===== config.mk =====
export PLATFORM = sky130hd
export DESIGN_NAME = fxp_addsub_acc
export DESIGN_NICKNAME = d
export VERILOG_FILES = /design/src/rtl/fxp_addsub_acc.sv
export SDC_FILE = /design/constraint.sdc
export NUM_CORES = 1
export LEC_CHECK = 0
export CORE_UTILIZATION = 60
export CTS_BUF_LIST = sky130_fd_sc_hd__clkbuf_8
export CTS_CLUSTER_SIZE = 12
export DETAILED_ROUTE_END_ITERATION = 10
export PLACE_DENSITY_LB_ADDON = 0.1
export SYNTH_ARGS = -nofsm -noshare
export SYNTH_HDL_FRONTEND = slang
export SYNTH_SLANG_ARGS = --single-unit

===== constraint.sdc =====
create_clock -name clk -period 6.85 [get_ports clk]
set_input_delay 1.37 -clock clk [delete_from_list [all_inputs] [get_ports clk]]
set_output_delay 1.37 -clock clk [all_outputs]
set_load 0.01 [all_outputs]

===== src/rtl/fxp_addsub_acc.sv =====
// fxp_addsub_acc: unsigned fixed-point add/sub/accumulate with a two-stage
// valid/ready pipeline (S1 compute, S2 output).
// Build option: define FXP_SAT_EN to saturate overflowed results instead of
// wrapping modulo 2^W; ovf is reported identically either way.
module fxp_addsub_acc #(
  parameter int INT_W  = 8,
  parameter int FRAC_W = 4
) (
  input  logic              clk,
  input  logic              rst_n,
  input  logic              in_valid,
  output logic              in_ready,
  input  logic [1:0]        op,
  input  logic [INT_W-1:0]  a_int,
  input  logic [FRAC_W-1:0] a_frac,
  input  logic [INT_W-1:0]  b_int,
  input  logic [FRAC_W-1:0] b_frac,
  output logic              out_valid,
  input  logic              out_ready,
  output logic [INT_W-1:0]  res_int,
  output logic [FRAC_W-1:0] res_frac,
  output logic              ovf
);

  localparam int W = INT_W + FRAC_W;

  typedef enum logic [1:0] {
    OP_ADD = 2'b00,
    OP_SUB = 2'b01,
    OP_ACC = 2'b10,
    OP_CLR = 2'b11
  } op_e;

  op_e          op_d;
  logic [W-1:0] a_val;
  logic [W-1:0] b_val;
  logic [W-1:0] acc_q;
  logic [W:0]   r_wide;
  logic [W-1:0] r_val;
  logic         r_ovf;

  logic         s2_load;
  logic         s1_adv;
  logic         accept;

  logic         s1_valid;
  logic [W-1:0] s1_res;
  logic         s1_ovf;
  logic [W-1:0] res_q;

  assign op_d  = op_e'(op);
  assign a_val = {a_int, a_frac};
  assign b_val = {b_int, b_frac};

  // Handshake: S2 drains on out_ready, S1 moves when S2 can take its contents.
  assign s2_load  = !out_valid || out_ready;
  assign s1_adv   = !s1_valid || s2_load;
  assign in_ready = rst_n && s1_adv;
  assign accept   = in_valid && in_ready;

  // Result and overflow for the beat on the input ports, computed at acceptance
  // so that the accumulator can be updated on the same edge.
  always_comb begin
    r_wide = '0;
    r_ovf  = 1'b0;
    case (op_d)
      OP_ADD: begin
        r_wide = {1'b0, a_val} + {1'b0, b_val};
        r_ovf  = r_wide[W];
      end
      OP_SUB: begin
        // Bit W of a zero-extended W+1 bit difference is the borrow (a < b).
        r_wide = {1'b0, a_val} - {1'b0, b_val};
        r_ovf  = r_wide[W];
      end
      OP_ACC: begin
        r_wide = {1'b0, acc_q} + {1'b0, a_val};
        r_ovf  = r_wide[W];
      end
      default: begin
        r_wide = '0;
        r_ovf  = 1'b0;
      end
    endcase
    r_val = r_wide[W-1:0];
`ifdef FXP_SAT_EN
    if (r_ovf) begin
      r_val = (op_d == OP_SUB) ? '0 : '1;
    end
`endif
  end

  // Accumulator follows accepted ACC/CLR beats immediately, so back-to-back
  // ACC beats chain with no bubble.
  always_ff @(posedge clk or negedge rst_n) begin
    if (!rst_n) begin
      acc_q <= '0;
    end else if (accept) begin
      if (op_d == OP_ACC) begin
        acc_q <= r_val;
      end else if (op_d == OP_CLR) begin
        acc_q <= '0;
      end
    end
  end

  // S1: captures the computed result of an accepted beat.
  always_ff @(posedge clk or negedge rst_n) begin
    if (!rst_n) begin
      s1_valid <= 1'b0;
      s1_res   <= '0;
      s1_ovf   <= 1'b0;
    end else if (s1_adv) begin
      s1_valid <= accept;
      if (accept) begin
        s1_res <= r_val;
        s1_ovf <= r_ovf;
      end
    end
  end

  // S2: output register, held while the consumer stalls.
  always_ff @(posedge clk or negedge rst_n) begin
    if (!rst_n) begin
      out_valid <= 1'b0;
      res_q     <= '0;
      ovf       <= 1'b0;
    end else if (s2_load) begin
      out_valid <= s1_valid;
      if (s1_valid) begin
        res_q <= s1_res;
        ovf   <= s1_ovf;
      end
    end
  end

  assign res_int  = res_q[W-1:FRAC_W];
  assign res_frac = res_q[FRAC_W-1:0];

endmodule


# After elaboration in Yosys (flattened, before gate mapping)

Index checks and enable logic that the tools add are counted.

Add/sub/neg operators: 3
Equal/unequal tests: 3
Muxes and demuxes: 4
Reductions and logical operators: 11

Operators with widths:

| cell                 | number |
|---|---|
| $pmux W12 S3         | 1 |
| $add A12 B12 Y13     | 2 |
| $mux W12             | 2 |
| $sub A12 B12 Y13     | 1 |
| $reduce_and A2 Y1    | 3 |
| $eq A2 B2 Y1 const B | 2 |
| $pmux W1 S3          | 1 |
| $eq A2 B1 Y1 const B | 1 |
| $logic_and A1 B1 Y1  | 2 |
| $logic_not A1 Y1     | 2 |
| $logic_not A2 Y1     | 1 |
| $logic_or A1 B1 Y1   | 2 |
| $reduce_bool A2 Y1   | 1 |

Bits in registers: 40
Bits of input ports: 30
Output and inout port bits: 15
Word-level logic and storage cells: 28

# Longest topological paths before layout

Gate-level depths: netlist of run 1.

Depth in word-level cells: 6
Depth in mapped cells: 11
Gate-level depth less buffers: 11

# Least setup slack after synthesis of run 1

No wires, ideal clock.

Path type: input port to flip-flop
Start: input port a_frac[0]
End: register s1_ovf
Library setup time: 0.126 ns
Arrival time: 3.093 ns
Required time: 6.724 ns
Path slack: 3.631 ns
Cell stages on the path: 8
Path buffers: 0
Path through: ha_1 -> fa_1 -> a21oi_1 -> o21ai_1 -> a21oi_1 -> nor4_1 -> a311o_1 -> a221o_1

Word-level cells in the longest chain between the ends: 2
Elaborated cells on any way between the ends: 4
Classes of those cells: 3 x add/sub; 1 x mux

RTL lines:

| element                                  | line | RTL |
|---|---|---|
| from (decl)                              | 15   | `input logic [FRAC_W-1:0] a_frac,` |
| $add A12 B12 Y13 (tied with other cells) | 77   | `r_wide = {1'b0, acc_q} + {1'b0, a_val};` |
| $pmux W1 S3 (*)                          | 66   | `case (op_d)` |
| to (signal assigned)                     | 117  | `s1_ovf <= r_ovf;` |
| to (decl)                                | 48   | `logic s1_ovf;` |

Mark *: on every way between the ends. The rest lies on a longest branch, timed or not.
A chain may end at the register's enable or synchronous reset.

# Worst setup path after layout of run 1

Start: input port rst_n
End: output port in_ready

Word-level cells in the longest chain between the ends: 1

RTL lines:

| element             | line | RTL |
|---|---|---|
| from (decl)         | 10   | `input logic rst_n,` |
| $logic_and A1 B1 Y1 | 58   | `assign in_ready = rst_n && s1_adv;` |
| to (decl)           | 12   | `output logic in_ready,` |

No other way between the ends.

==> metrics.md, run 1 <==
| Metric | Value |
|---|---|
| Initial antenna violation count | `0` |
| Detail Route Antenna Nets | `0` |
| Switching Share | `36.6%` |
| Worst skew pair latency | `290 ps` |
| IO Pins | `45` |
| Top_reg_cell synth | `dfrtp_1` |
| Critical path startpoint category | `primary input` |
| Status | `complete, no violations` |
| Fin crit share | `61.1%` |
| Switching power | `0.000360 W` |
| Detailed Routing Iterations Pass 1 | `4` |
| Clk pwr share | `14.2%` |
| Post-CTS setup buffer count | `0` |
| Hold_ws | `492 ps` |
| Total clock buffers created by CTS | `5` |
| Worst setup path startpoint | `rst_n` |
| Layout cells sized above 1 | `9.02%` |
| Die Y | `75.6 microns` |
| RSZ-0062 raised after global routing | `false` |
| Vias in the first global route | `2526` |
| Overflow after GRT | `0` |
| Cts hold-fix bufs | `0` |
| Register share of total power | `36.6%` |
| CP endpoint kind | `output pin` |
| Post-synth EDFFs | `0` |
| Hold_sp | `s1_res[7]$_DFFE_PN0P_` |
| FP Rows | `26` |
| Avg WL per Cell | `15.6 microns` |
| Largest net degree at the start of global routing | `43` |
| Fmax | `239 MHz` |
| Area Growth Syn to Fin | `15.3%` |
| Clock sinks | `40` |
| CTS max path bufs | `2` |
| WP data required | `5480 ps` |
| DRT iter0 DRCs | `219` |
| Post-layout min period | `4190 ps` |
| Slew margin rel. | `43.7%` |
| CTS clk-pin slew, worst paths | `60 ps` |
| CP arrival | `2820 ps` |
| Leak | `1.69 nW` |
| CTS root buf | `clkbuf_8` |
| CTS tree | `built` |
| Gpl congestion | `0.925` |
| # resized after CTS | `0` |
| Slew @ Worst Pin | `844 ps` |
| Final Skew | `6.76 ps` |
| PwrDens | `262 nW/um^2` |
| Async S/R FF share, synth | `100%` |
| # H-tree levels | `2` |
| Slew Viols, Final | `0` |
| Mean Syn Cell Area | `9.29 sq um` |
| First-pass GRT wire length | `11.7 mm` |
| Top-count cell post-synth | `dfrtp_1` |
| # setup viols final | `0` |
| Diodes inserted | `0` |
| Ys Warns | `0` |
| Die area | `5720 sq um` |
| Fin nets | `457` |
| Placed wire-length estimate | `5.77 mm` |
| Critical path class | `primary input to output pin` |
| Commonest cells post-synth | `dfrtp_1 (40), ha_1 (36), a21oi_1 (31)` |
| Total track usage | `27.5%` |
| Worst min path class | `flip-flop to flip-flop` |
| Setup Total Neg Slack | `0 ps` |
| Worst r2r src | `acc_q[0]$_DFFE_PN0P_` |
| Largest area contributor in the netlist | `dfrtp_1` |
| Total Routed Length | `7.15 mm` |
| Internal | `0.000624 W` |
| Gate power share | `49.1%` |
| Max VDD drop | `0.000145 V` |
| #FFs+latches synth | `40` |
| Netlist cell types | `60` |
| Synthesized Nets | `419` |
| Vias per inst | `5.86` |
| DRC Markers | `0` |
| Final Hold Viols | `0` |
| Area of the core | `5170 sq um` |
| Port Buf Inserts | `44` |
| Post-synth top area share | `30.8%` |
| Sequential area share after synthesis | `30.8%` |
| Vias post-DR | `2686` |
| Post-Syn Area | `3250 sq um` |
| Width of the die | `75.6 microns` |
| Initial Util | `62.9%` |
| Cells after Synth | `350` |
| Largest cells by area after synthesis | `dfrtp_1 (31%), ha_1 (14%), mux2_2 (5.2%)` |
| Max FO, Critical Path | `42` |
| Max-Cap Viols | `0` |
-- final timing paths --
kind	cells after the start	slack, ps	to
worst max-delay path	3	2660	in_ready
min in group asynchronous	1	1190	out_valid$_DFFE_PN0P_
max in group asynchronous	1	5130	res_q[11]$_DFFE_PN0P_
worst max register to register	8	4380	s1_ovf$_DFFE_PN0P_
worst min-delay path	2	490	s1_res[7]$_DFFE_PN0P_
worst min register to register	2	490	s1_res[7]$_DFFE_PN0P_
-- flip-flops by register name, summed over array words and instances (netlist names) --
name       count
out_valid      1
acc_q         12
res_q         12
s1_res        12
s1_valid       1
ovf            1
s1_ovf         1
-- through the flow --
stage	power (W)	util, %	cells	instance area (sq um)	setup slack, ps
floorplan	0.000682	-	350	3250	3630
global placement	0.000823	71.0	451	3670	2620
detailed placement	0.000846	71.0	451	3670	2590
CTS	0.000987	72.5	458	3750	2610
global route	0.00106	72.5	458	3750	2470
finish	0.000984	72.5	458	3750	2660
-- per-layer routing --
metal / track usage (%) / wire length (microns) / vias up
met1: 38.3 / 3360 / 1276
met2: 45.4 / 3420 / 75
met5: 0 / 0 / -
met3: 2.91 / 298 / 6
met4: 8.23 / 68 / 0
li1: - / - / 1329
-- cells by family after synthesis --
logic type      count (synthesis)  share of synthesized area, %
flops                          40                          30.8
simple gates                   92                          13.9
buf+inv                        36                          5.92
compound gates                104                          22.0
xor+xnor                       22                          5.93
fa+ha+maj                      39                          15.7
mux                            17                          5.81
-- power by group through the flow --
stage	Combinational, W	Sequential [W]	Clock [W]
6_report	0.000484	0.000360	0.000140
3_5_place_dp	0.000482	0.000363	0
5_1_grt	0.000539	0.000370	0.000155
2_1_floorplan	0.000316	0.000366	0
4_1_cts	0.000483	0.000360	0.000143
3_3_place_gp	0.000465	0.000358	0
-- area by class of cell --
cell class	instances	area, sq um
flip-flops and latches	40	1000
well taps	70	87.6
clock buffers	5	68.8
fillers	382	1420
repair buffers	45	443
multi-input cells	274	2060
inverters	22	82.6
clock inverters	2	8.76
-- placed cells by master, fill, tap and decap left out, types with 2 or more instances in the layout --
cell             count
o21bai_1             4
nor2b_1              6
o211ai_1             2
and3_1               2
clkbuf_8             5
nand2b_1             8
a21o_1               5
o22ai_1              2
nand3_1              6
o21ai_0             15
nor3b_1              2
o221ai_1             2
xnor2_1             16
inv_1               21
mux2_2              15
mux2i_1              2
nor3_1               4
o21a_1               4
a211oi_1             3
nand2_1             30
a22o_1               2
clkdlybuf4s50_1     43
nor2_1              24
a221o_1              4
o2111ai_1            2
a21oi_1             31
fa_1                 3
dfrtp_1             40
a22oi_1              2
o21ai_1              5
inv_2                2
a311oi_1             2
xor2_1               6
ha_1                36
o31ai_1              7
or3_1                2
-- critical path: stages --
cell	delay, ps
buf_2	640
and2_1	250
clkdlybuf4s50_1	530
Power figures use the tool's default switching activity.
==> run 2, diff against run 1 <==
--- a/config.mk
+++ b/config.mk
@@ -5,7 +5,7 @@
 export SDC_FILE = /design/constraint.sdc
 export NUM_CORES = 1
 export LEC_CHECK = 0
-export CORE_UTILIZATION = 60
+export CORE_UTILIZATION = 52
 export CTS_BUF_LIST = sky130_fd_sc_hd__clkbuf_8
 export CTS_CLUSTER_SIZE = 12
 export DETAILED_ROUTE_END_ITERATION = 10
==> constraint.sdc (replaced) <==
create_clock -name clk -period 3.85 [get_ports clk]
set_input_delay 0.77 -clock clk [delete_from_list [all_inputs] [get_ports clk]]
set_output_delay 0.77 -clock clk [all_outputs]
set_load 0.01 [all_outputs]
==> run 2 against run 1 <==
Against the previous run: global-route usage decreased by 4.2 points; routed wire length decreased by 2.8%; via count decreased by 1.9%; register-to-register slack got worse by 3100 ps; core utilization decreased by 9.0 points; combinational power increased by 77%; final cell count increased by 1.7%; hold slack got worse by 14 ps; clock skew increased by 3.0 ps; largest cell class unchanged; clock-buffer cell count unchanged; sequential share of layout area decreased by 0.39 points; critical path type is now primary input to flip-flop; cell area increased by 1.5%.
==> metrics.md, run 2 (synthesized netlist as in run 1, its figures left out) <==
| Metric | Value |
|---|---|
| Met1 WL | `3.44 mm (+2.5%)` |
| Vias per inst | `5.65 (-3.6%)` |
| DRT iter0 DRCs | `188 (-14%)` |
| Avg WL per Cell | `14.9 microns (-4.4%)` |
| Area Growth Syn to Fin | `17.0%` |
| Placed wire-length estimate | `5.48 mm (-5.0%)` |
| Top flop regs | `acc_q: 12 flops, res_q: 12 flops, s1_res: 12 flops` |
| Critical path class | `primary input to flip-flop` |
| Util after Layout | `63.5% (-9.0 points)` |
| Port Buf Inserts | `44 (unchanged)` |
| # H-tree levels | `2 (unchanged)` |
| CTS max path bufs | `2 (unchanged)` |
| Top layer used by detailed routing | `met4` |
| Register area | `1000 sq um (unchanged)` |
| Total Routed Length | `6.95 mm (-2.8%)` |
| Slew Viols, Final | `0 (unchanged)` |
| Die Y | `81.1 microns (+7.2%)` |
| Status | `complete, no violations` |
| Final Hold Viols | `0 (unchanged)` |
| Layout cells sized above 1 | `9.97% (+0.95 points)` |
| Worst min path class | `flip-flop to flip-flop` |
| Met2 WL post-DR | `3.18 mm (-6.9%)` |
| Gpl congestion | `0.901 (-2.6%)` |
| Multi-input gate area | `2060 sq um (unchanged)` |
| Vias in the first global route | `2512 (-0.55%)` |
| CTS tree | `built` |
| Total track usage | `23.3% (-4.2 points)` |
| FILL cells | `522 (+37%)` |
| Slew margin rel. | `53.9% (+10 points)` |
| Critical path startpoint category | `primary input` |
| First-pass GRT wire length | `11.8 mm (+0.83%)` |
| Initial Util | `54.3% (-8.6 points)` |
| IO Pins | `45 (unchanged)` |
| Overall power | `0.00184 W (+87%)` |
| CP arrival | `3290 ps (+470 ps)` |
| Detailed Routing Iterations Pass 1 | `4 (unchanged)` |
| Clock sinks | `40 (unchanged)` |
| Area of the core | `5990 sq um (+16%)` |
| Final Skew | `9.76 ps (+3.00 ps)` |
| CP endpoint kind | `flip-flop` |
| Commonest non-fill, non-tap cell in the layout | `clkdlybuf4s50_1` |
| Vias post-DR | `2635 (-1.9%)` |
| # setup viols final | `0 (unchanged)` |
| Initial antenna violation count | `0 (unchanged)` |
| Post-layout min period | `3100 ps` |
| PwrDens | `482 nW/um^2 (+84%)` |
| Post-CTS setup buffer count | `0 (unchanged)` |
| Overflow after GRT | `0 (unchanged)` |
| Max FO, Critical Path | `6 (-86%)` |
| Largest net degree at the start of global routing | `42 (-2.3%)` |
| Slew @ Worst Pin | `690 ps (-154 ps)` |
| Hold_ws | `478 ps (-14.0 ps)` |
| CTS clk-pin slew, worst paths | `80 ps (+20 ps)` |
| Detail Route Antenna Nets | `0 (unchanged)` |
| Max VDD drop | `0.000309 V (+110%)` |
| Setup Total Neg Slack | `0 ps (unchanged)` |
| Fin nets | `459 (+0.44%)` |
| Fmax | `323 MHz` |
| Fin crit share | `80.5%` |
| Most frequent cells in the layout | `clkdlybuf4s50_1 (43), dfrtp_1 (40), ha_1 (36), a21oi_1 (31), nand2_1 (30)` |
| Leak | `1.71 nW (+1.1%)` |
| Worst skew pair latency | `290 ps (about the same)` |
| DRC Markers | `0 (unchanged)` |
| Die area | `6570 sq um (+15%)` |
| RSZ-0062 raised after global routing | `false` |
| Total clock buffers created by CTS | `5 (unchanged)` |
| Width of the die | `81.1 microns (+7.2%)` |
| # resized after CTS | `0 (unchanged)` |
| Met3 WL | `268 microns (-10%)` |
| FP Rows | `28 (+7.7%)` |
| Diodes inserted | `0 (unchanged)` |
| CTS root buf | `clkbuf_8` |
| Cts hold-fix bufs | `0 (unchanged)` |
| WP data required | `4040 ps (-1440 ps)` |
| Max-Cap Viols | `0 (unchanged)` |
run 2: final cells by class:
class / count / area share (%)
clock inverters: 3 / 1.12
well taps: 75 / 2.47
inverters: 22 / 2.17
repair buffers: 47 / 12.0
multi-input cells: 274 / 54.1
flip-flops and latches: 40 / 26.3
clock buffers: 5 / 1.81
run 2: stage by stage:
step / setup slack [ps] / instance area [sq um] / instances
after floorplan: 1230 / 3250 / 350
after detailed placement: 435 / 3690 / 458
after global placement: 493 / 3690 / 458
final: 750 / 3800 / 466
after global routing: 566 / 3800 / 466
after CTS: 741 / 3800 / 466
run 2: worst paths after layout:
| check | start | endpoint | slack (ps) | cells after the start |
|---|---|---|---|---|
| setup / recovery | a_frac[1] | s1_res[9]$_DFFE_PN0P_ | 750 | 9 |
| hold / removal | s1_res[5]$_DFFE_PN0P_ | s1_res[5]$_DFFE_PN0P_ | 480 | 2 |
| setup reg to reg | acc_q[0]$_DFFE_PN0P_ | s1_ovf$_DFFE_PN0P_ | 1330 | 8 |
| hold reg to reg | s1_res[5]$_DFFE_PN0P_ | s1_res[5]$_DFFE_PN0P_ | 480 | 2 |
| max in group asynchronous | rst_n | s1_valid$_DFFE_PN0N_ | 2960 | 2 |
| min in group asynchronous | rst_n | acc_q[1]$_DFFE_PN0P_ | 540 | 2 |
run 2: critical path: stages:
cell and delay (ps):
clkdlybuf4s50_1 660, ha_1 310, a211oi_1 330, o31ai_2 150
o2111ai_1 320, nand2_1 110, xnor2_1 210, o2bb2ai_1 110
a221o_1 310
run 2: report_power, final:
part / leakage (nW) / internal, W / switching, W
sequential: 0.500 / 0.000557 / 0.0000797
combinational: 1.15 / 0.000433 / 0.000424
clock: 0.0541 / 0.000192 / 0.000150
run 2: routing by layer:
metal,track usage [%],vias to the layer above
met5,0,-
met4,7.50,0
met3,2.58,4
met2,35.7,68
met1,34.1,1218
li1,-,1345
==> edit 1 (config.mk and constraints of run 2) <==
The parameter `FRAC_W` goes from 4 to 3.
--- a/src/rtl/fxp_addsub_acc.sv
+++ b/src/rtl/fxp_addsub_acc.sv
@@ -6,3 +6,3 @@
   parameter int INT_W  = 8,
-  parameter int FRAC_W = 4
+  parameter int FRAC_W = 3
 ) (
Ports: changed (resized a_frac, b_frac and res_frac); port bits go from 45 to 42. The function was not compared with the original's and may differ.
==> edit 1 against run 2 <==
  * Total power shrank 14%
  * Largest cell class unchanged
  * Sequential power shrank 8.0%
  * Global-route usage grew 0.48 points
  * Setup slack gained 42 ps
  * Final area shrank 8.9%
  * Area after synthesis shrank 10%
  * Core utilization grew 2.2 points
  * Final cell count shrank 7.3%
  * Routed wire length shrank 7.6%
  * Sequential cell count shrank 3
==> edit 1: results (changes against run 2) <==
[cts]
post_cts.repair.setup_buffers = 0  ; unchanged
clk_latency_ps = 290  ; about the same
clock_path_buffers = 2  ; unchanged
cts_buffers = 5  ; unchanged
clkTransAtPathRegs_ps = 70

[worst_hold_path]
min_path_type = in -> async

[yosys]
ys_warn_count = 0  ; unchanged
synth_area_leaders = dfrtp_1 32%, ha_1 14%, mux2_2 5.0%
synth_ff_type = dfrtp_1
async_flop_share = 1.00  ; unchanged
synth.distinct_cells = 54  ; -10%
synth_nets = 386  ; -7.9%
yosys-top-cells-count = 37 x dfrtp_1, 33 x ha_1, 28 x nand2_1, 26 x a21oi_1, 21 x nor2_1
ys_seq_area_frac = 0.317  ; +0.00951
synth_top_area_share = 0.317  ; +0.00951

[global_route]
grt_max_degree = 28  ; -33%
grt_pass1_vias = 2357  ; -6.2%
antenna_found_initial = 0  ; unchanged
track_usage = 0.238  ; +0.00476
grt_pass1_wl_um = 11200  ; -5.1%

[cells_and_area]
reg_top3 = acc_q: 11 flops, res_q: 11 flops, s1_res: 11 flops
diodes = 0  ; unchanged
nets = 425  ; -7.4%
drive_gt1_frac = 0.0994  ; -0.000297

[setup_path]
rrSetupSlack_ps = 1370  ; +40 ps
arrival_ps = 3240  ; -50 ps
ff2ff_path_depth = 9  ; +1
reg2reg_to = s1_res[10]
max_stage_delay_ps = 580  ; -80 ps

[power]
ir_drop_mv = 0.267  ; -14%
p_leak_uw = 0.00162  ; -5.1%

[place]
detailed_place.area_um2 = 3380  ; -8.4%
dp_hpwl_um = 5070  ; -7.5%
gp_congestion = 0.944  ; +4.8%
io_buffers = 41  ; -6.8%

[drt]
drtIter0Drc = 222  ; +18%
drt_first_pass_iters = 4  ; unchanged
viasPerCell = 5.75  ; +1.7%
post_drt_wl_per_cell_um = 14.9  ; -0.30%

[timing]
skew_ps = 8.20  ; -1.56 ps
slew_headroom = 0.630  ; +0.0907

[outcome]
status = completed

edit 1: changes by cell type after synthesis, sizes merged, moves of 4 or more:
cell	before	now
a21oi	32	26
nand2b	8	4
nor2	25	21
o21a	5	1
o31ai	8	4
xnor2	16	8
edit 1: worst max-delay path, delay by kind of cell:
| family | cells | cell delay (ps) |
|---|---|---|
| simple gates | 1 | 200 |
| compound gates | 5 | 1070 |
| fa+ha+maj | 1 | 560 |
| xor+xnor | 1 | 60 |
| buf+inv | 1 | 580 |
edit 1: worst min-delay path by stage:
stage	cells past startpoint	slack [ps]	end
after global routing	1	340	out_valid
after CTS	1	330	res_q[0]
after global placement	2	460	s1_res[4]
final	1	330	res_q[0]
after floorplan	2	430	s1_res[4]
after detailed placement	2	460	s1_res[4]
edit 1: layer usage:
metal	GRT usage	share of wire	vias to the layer above
li1	-	-	1234
met1	0.345	0.49	1158
met2	0.354	0.43	85
met3	0.0357	0.057	8
met4	0.0942	0.019	0
met5	0	0	-
edit 1: final cells by class:
cell class / instances / area [um^2]
multi-input combinational: 250 / 1850
fill: 444 / 1810
sequential: 37 / 926
timing repair buffer: 46 / 443
tap: 70 / 87.6
inverter: 21 / 78.8
clock buffer: 5 / 68.8
clock inverter: 3 / 13.8
edit 1: per-stage QoR:
stage          setup slack [ps]  hold WS [ps]  cells
2_1_floorplan              1180           435    322
3_3_place_gp                541           458    424
3_5_place_dp                506           462    424
4_1_cts                     813           335    432
5_1_grt                     592           344    432
6_report                    793           335    432
edit 1: logic make-up (layout without fill, tap and decap cells):
family / Yosys count / count (layout) / synth area share
compound gates: 94 / 94 / 0.219
xor+xnor: 16 / 16 / 0.0480
fa+ha+maj: 36 / 36 / 0.162
buf+inv: 35 / 75 / 0.0497
flops: 37 / 37 / 0.317
mux: 16 / 16 / 0.0605
simple gates: 88 / 88 / 0.143
edit 1: power breakdown:
part	internal [uW]	total [uW]	leakage (uW)	switching [uW]
clock	123	257	0.0000491	135
sequential	513	585	0.000462	72.9
combinational	374	727	0.00111	354
==> edit 2 (flow settings as in run 2) <==
Made on the original files. Put one more register stage on the output `ovf`. The value now appears one clock later. The other outputs are not delayed to match.
--- a/src/rtl/fxp_addsub_acc.sv
+++ b/src/rtl/fxp_addsub_acc.sv
@@ -32,2 +32,4 @@
   } op_e;
+
+  logic ovf_s0;
 
@@ -126,3 +128,3 @@
       res_q     <= '0;
-      ovf       <= 1'b0;
+      ovf_s0    <= 1'b0;
     end else if (s2_load) begin
@@ -131,3 +133,3 @@
         res_q <= s1_res;
-        ovf   <= s1_ovf;
+        ovf_s0 <= s1_ovf;
       end
@@ -139,2 +141,6 @@
 
+  always_ff @(posedge clk) begin
+    ovf <= ovf_s0;
+  end
+
 endmodule
Function: changed (Yosys sat finds a counterexample within 4 cycles, from zero or initial values and one cycle with rst_n low).
==> edit 2 against run 2 <==
  * Sequential power rose by 2%
  * Critical path depth did not move
  * Setup slack worse by 56 ps
  * Hold slack worse by 110 ps
  * Count of clock-buffer cells in the layout up 1
  * Final area is 0.76% higher
  * Maximum frequency is 1.8% lower
  * Sequential cell count is 1 higher
  * Routed wire length fell by 2.2%
  * Total power is 1.3% higher
  * Global-route usage is 0.17 points lower
  * Core utilization is 0.48 points higher
  * Area after synthesis is 0.62% higher
  * Largest cell class unchanged
==> edit 2: results (changes against run 2) <==
[drt]
vias = 2677  ; +1.6%
post_drt_wl_per_cell_um = 14.5  ; -2.4%
viasPerCell = 5.73  ; +1.4%
drt_first_pass_iters = 4  ; unchanged
drtIter0Drc = 125  ; -34%

[cells_and_area]
buffer_area_frac = 0.119  ; -0.000904
multi_input_area_share = 0.537  ; -0.00406
fill_cells = 501  ; -4.0%
drive_gt1_frac = 0.0995  ; -0.000254
seq_area_um2 = 1020  ; +2.0%
finalInstanceArea_um2 = 3830  ; +0.76%
clock_buffers = 6  ; +1
clkCellAreaFrac = 0.0313  ; +0.00206

[cts]
cts_resized = 0  ; unchanged
cts_buffers = 5  ; unchanged
clock_path_buffers = 2  ; unchanged
htreeDepth = 2  ; unchanged

[worst_hold_path]
min_path_type = reg -> reg
hp-start = ovf_s0

[global_route]
grt_pass1_vias = 2448  ; -2.5%
grt_max_degree = 42  ; unchanged
track_usage = 0.232  ; -0.00169
grt_pass1_wl_um = 11700  ; -0.94%

[place]
preCtsSetupSlack_ps = 386  ; -49.9 ps
dp_hpwl_um = 5460  ; -0.31%
dp.cells = 459  ; +0.22%
detailed_place.area_um2 = 3710  ; +0.54%
gp_congestion = 0.929  ; +3.1%

[yosys]
syn-instance-count = 351  ; +0.29%
synth_area_leaders = dfrtp_1 31%, ha_1 14%, mux2_2 5.2%
synth_ff_type = dfrtp_1
synth.distinct_cells = 61  ; +1.7%
ys_seq_area_frac = 0.312  ; +0.00424
synth_nets = 420  ; +0.24%
async_flop_share = 0.976  ; -0.0244
synth_seq_cells = 41  ; +2.5%
ys_warn_count = 0  ; unchanged
netlist_area_um2 = 3270  ; +0.62%

[power]
ir_drop_mv = 0.406  ; +31%
combPwrFrac = 0.458  ; -0.009
pg_clk_uw = 357  ; +4%
pwr-share-clk = 0.192  ; +0.006
swShare = 0.348  ; -0.00874
p_leak_uw = 0.00172  ; +0.68%

[floorplan]
die_w_um = 81.3  ; +0.30%

[timing]
skew_ps = 4.85  ; -4.92 ps
setup_viol = 0  ; unchanged
slew_headroom = 0.539  ; about the same

[setup_path]
r2r-start = acc_q[0]
arrival_ps = 3330  ; +40 ps

[flow_run]
drv_cap = 0  ; unchanged

[outcome]
status = completed

-- edit 2: cell types whose count changed in the layout (fill, tap and decap cells not counted), sizes merged --
cell    change
clkbuf      +1
clkinv      -1
dfxtp       +1
-- edit 2: logic make-up after synthesis --
group,count (synthesis),synth area share
AND/OR/NAND/NOR,92,0.138
XOR/XNOR,22,0.0589
multiplexers,17,0.0577
flip-flops,41,0.312
AO/OA/AOI/OAI,104,0.219
adder cells (fa/ha/maj),39,0.156
buffers and inverters,36,0.0589
-- edit 2: worst paths after layout --
kind / end / slack [ps] / depth (start not counted)
min: ovf / 370 / 0
max reg2reg: s1_ovf / 1360 / 8
min reg2reg: ovf / 370 / 0
min in group asynchronous: res_q[2] / 550 / 2
max in group asynchronous: s1_res[10] / 2960 / 2
max: s1_res[9] / 690 / 9
-- edit 2: per-layer routing --
metal  vias to the layer above  global-route usage  share of wire
li1                       1342                   -              -
met1                      1245               0.340           0.49
met2                        82               0.353           0.45
met3                         8              0.0281          0.047
met4                         0              0.0696          0.013
met5                         -                   0              0
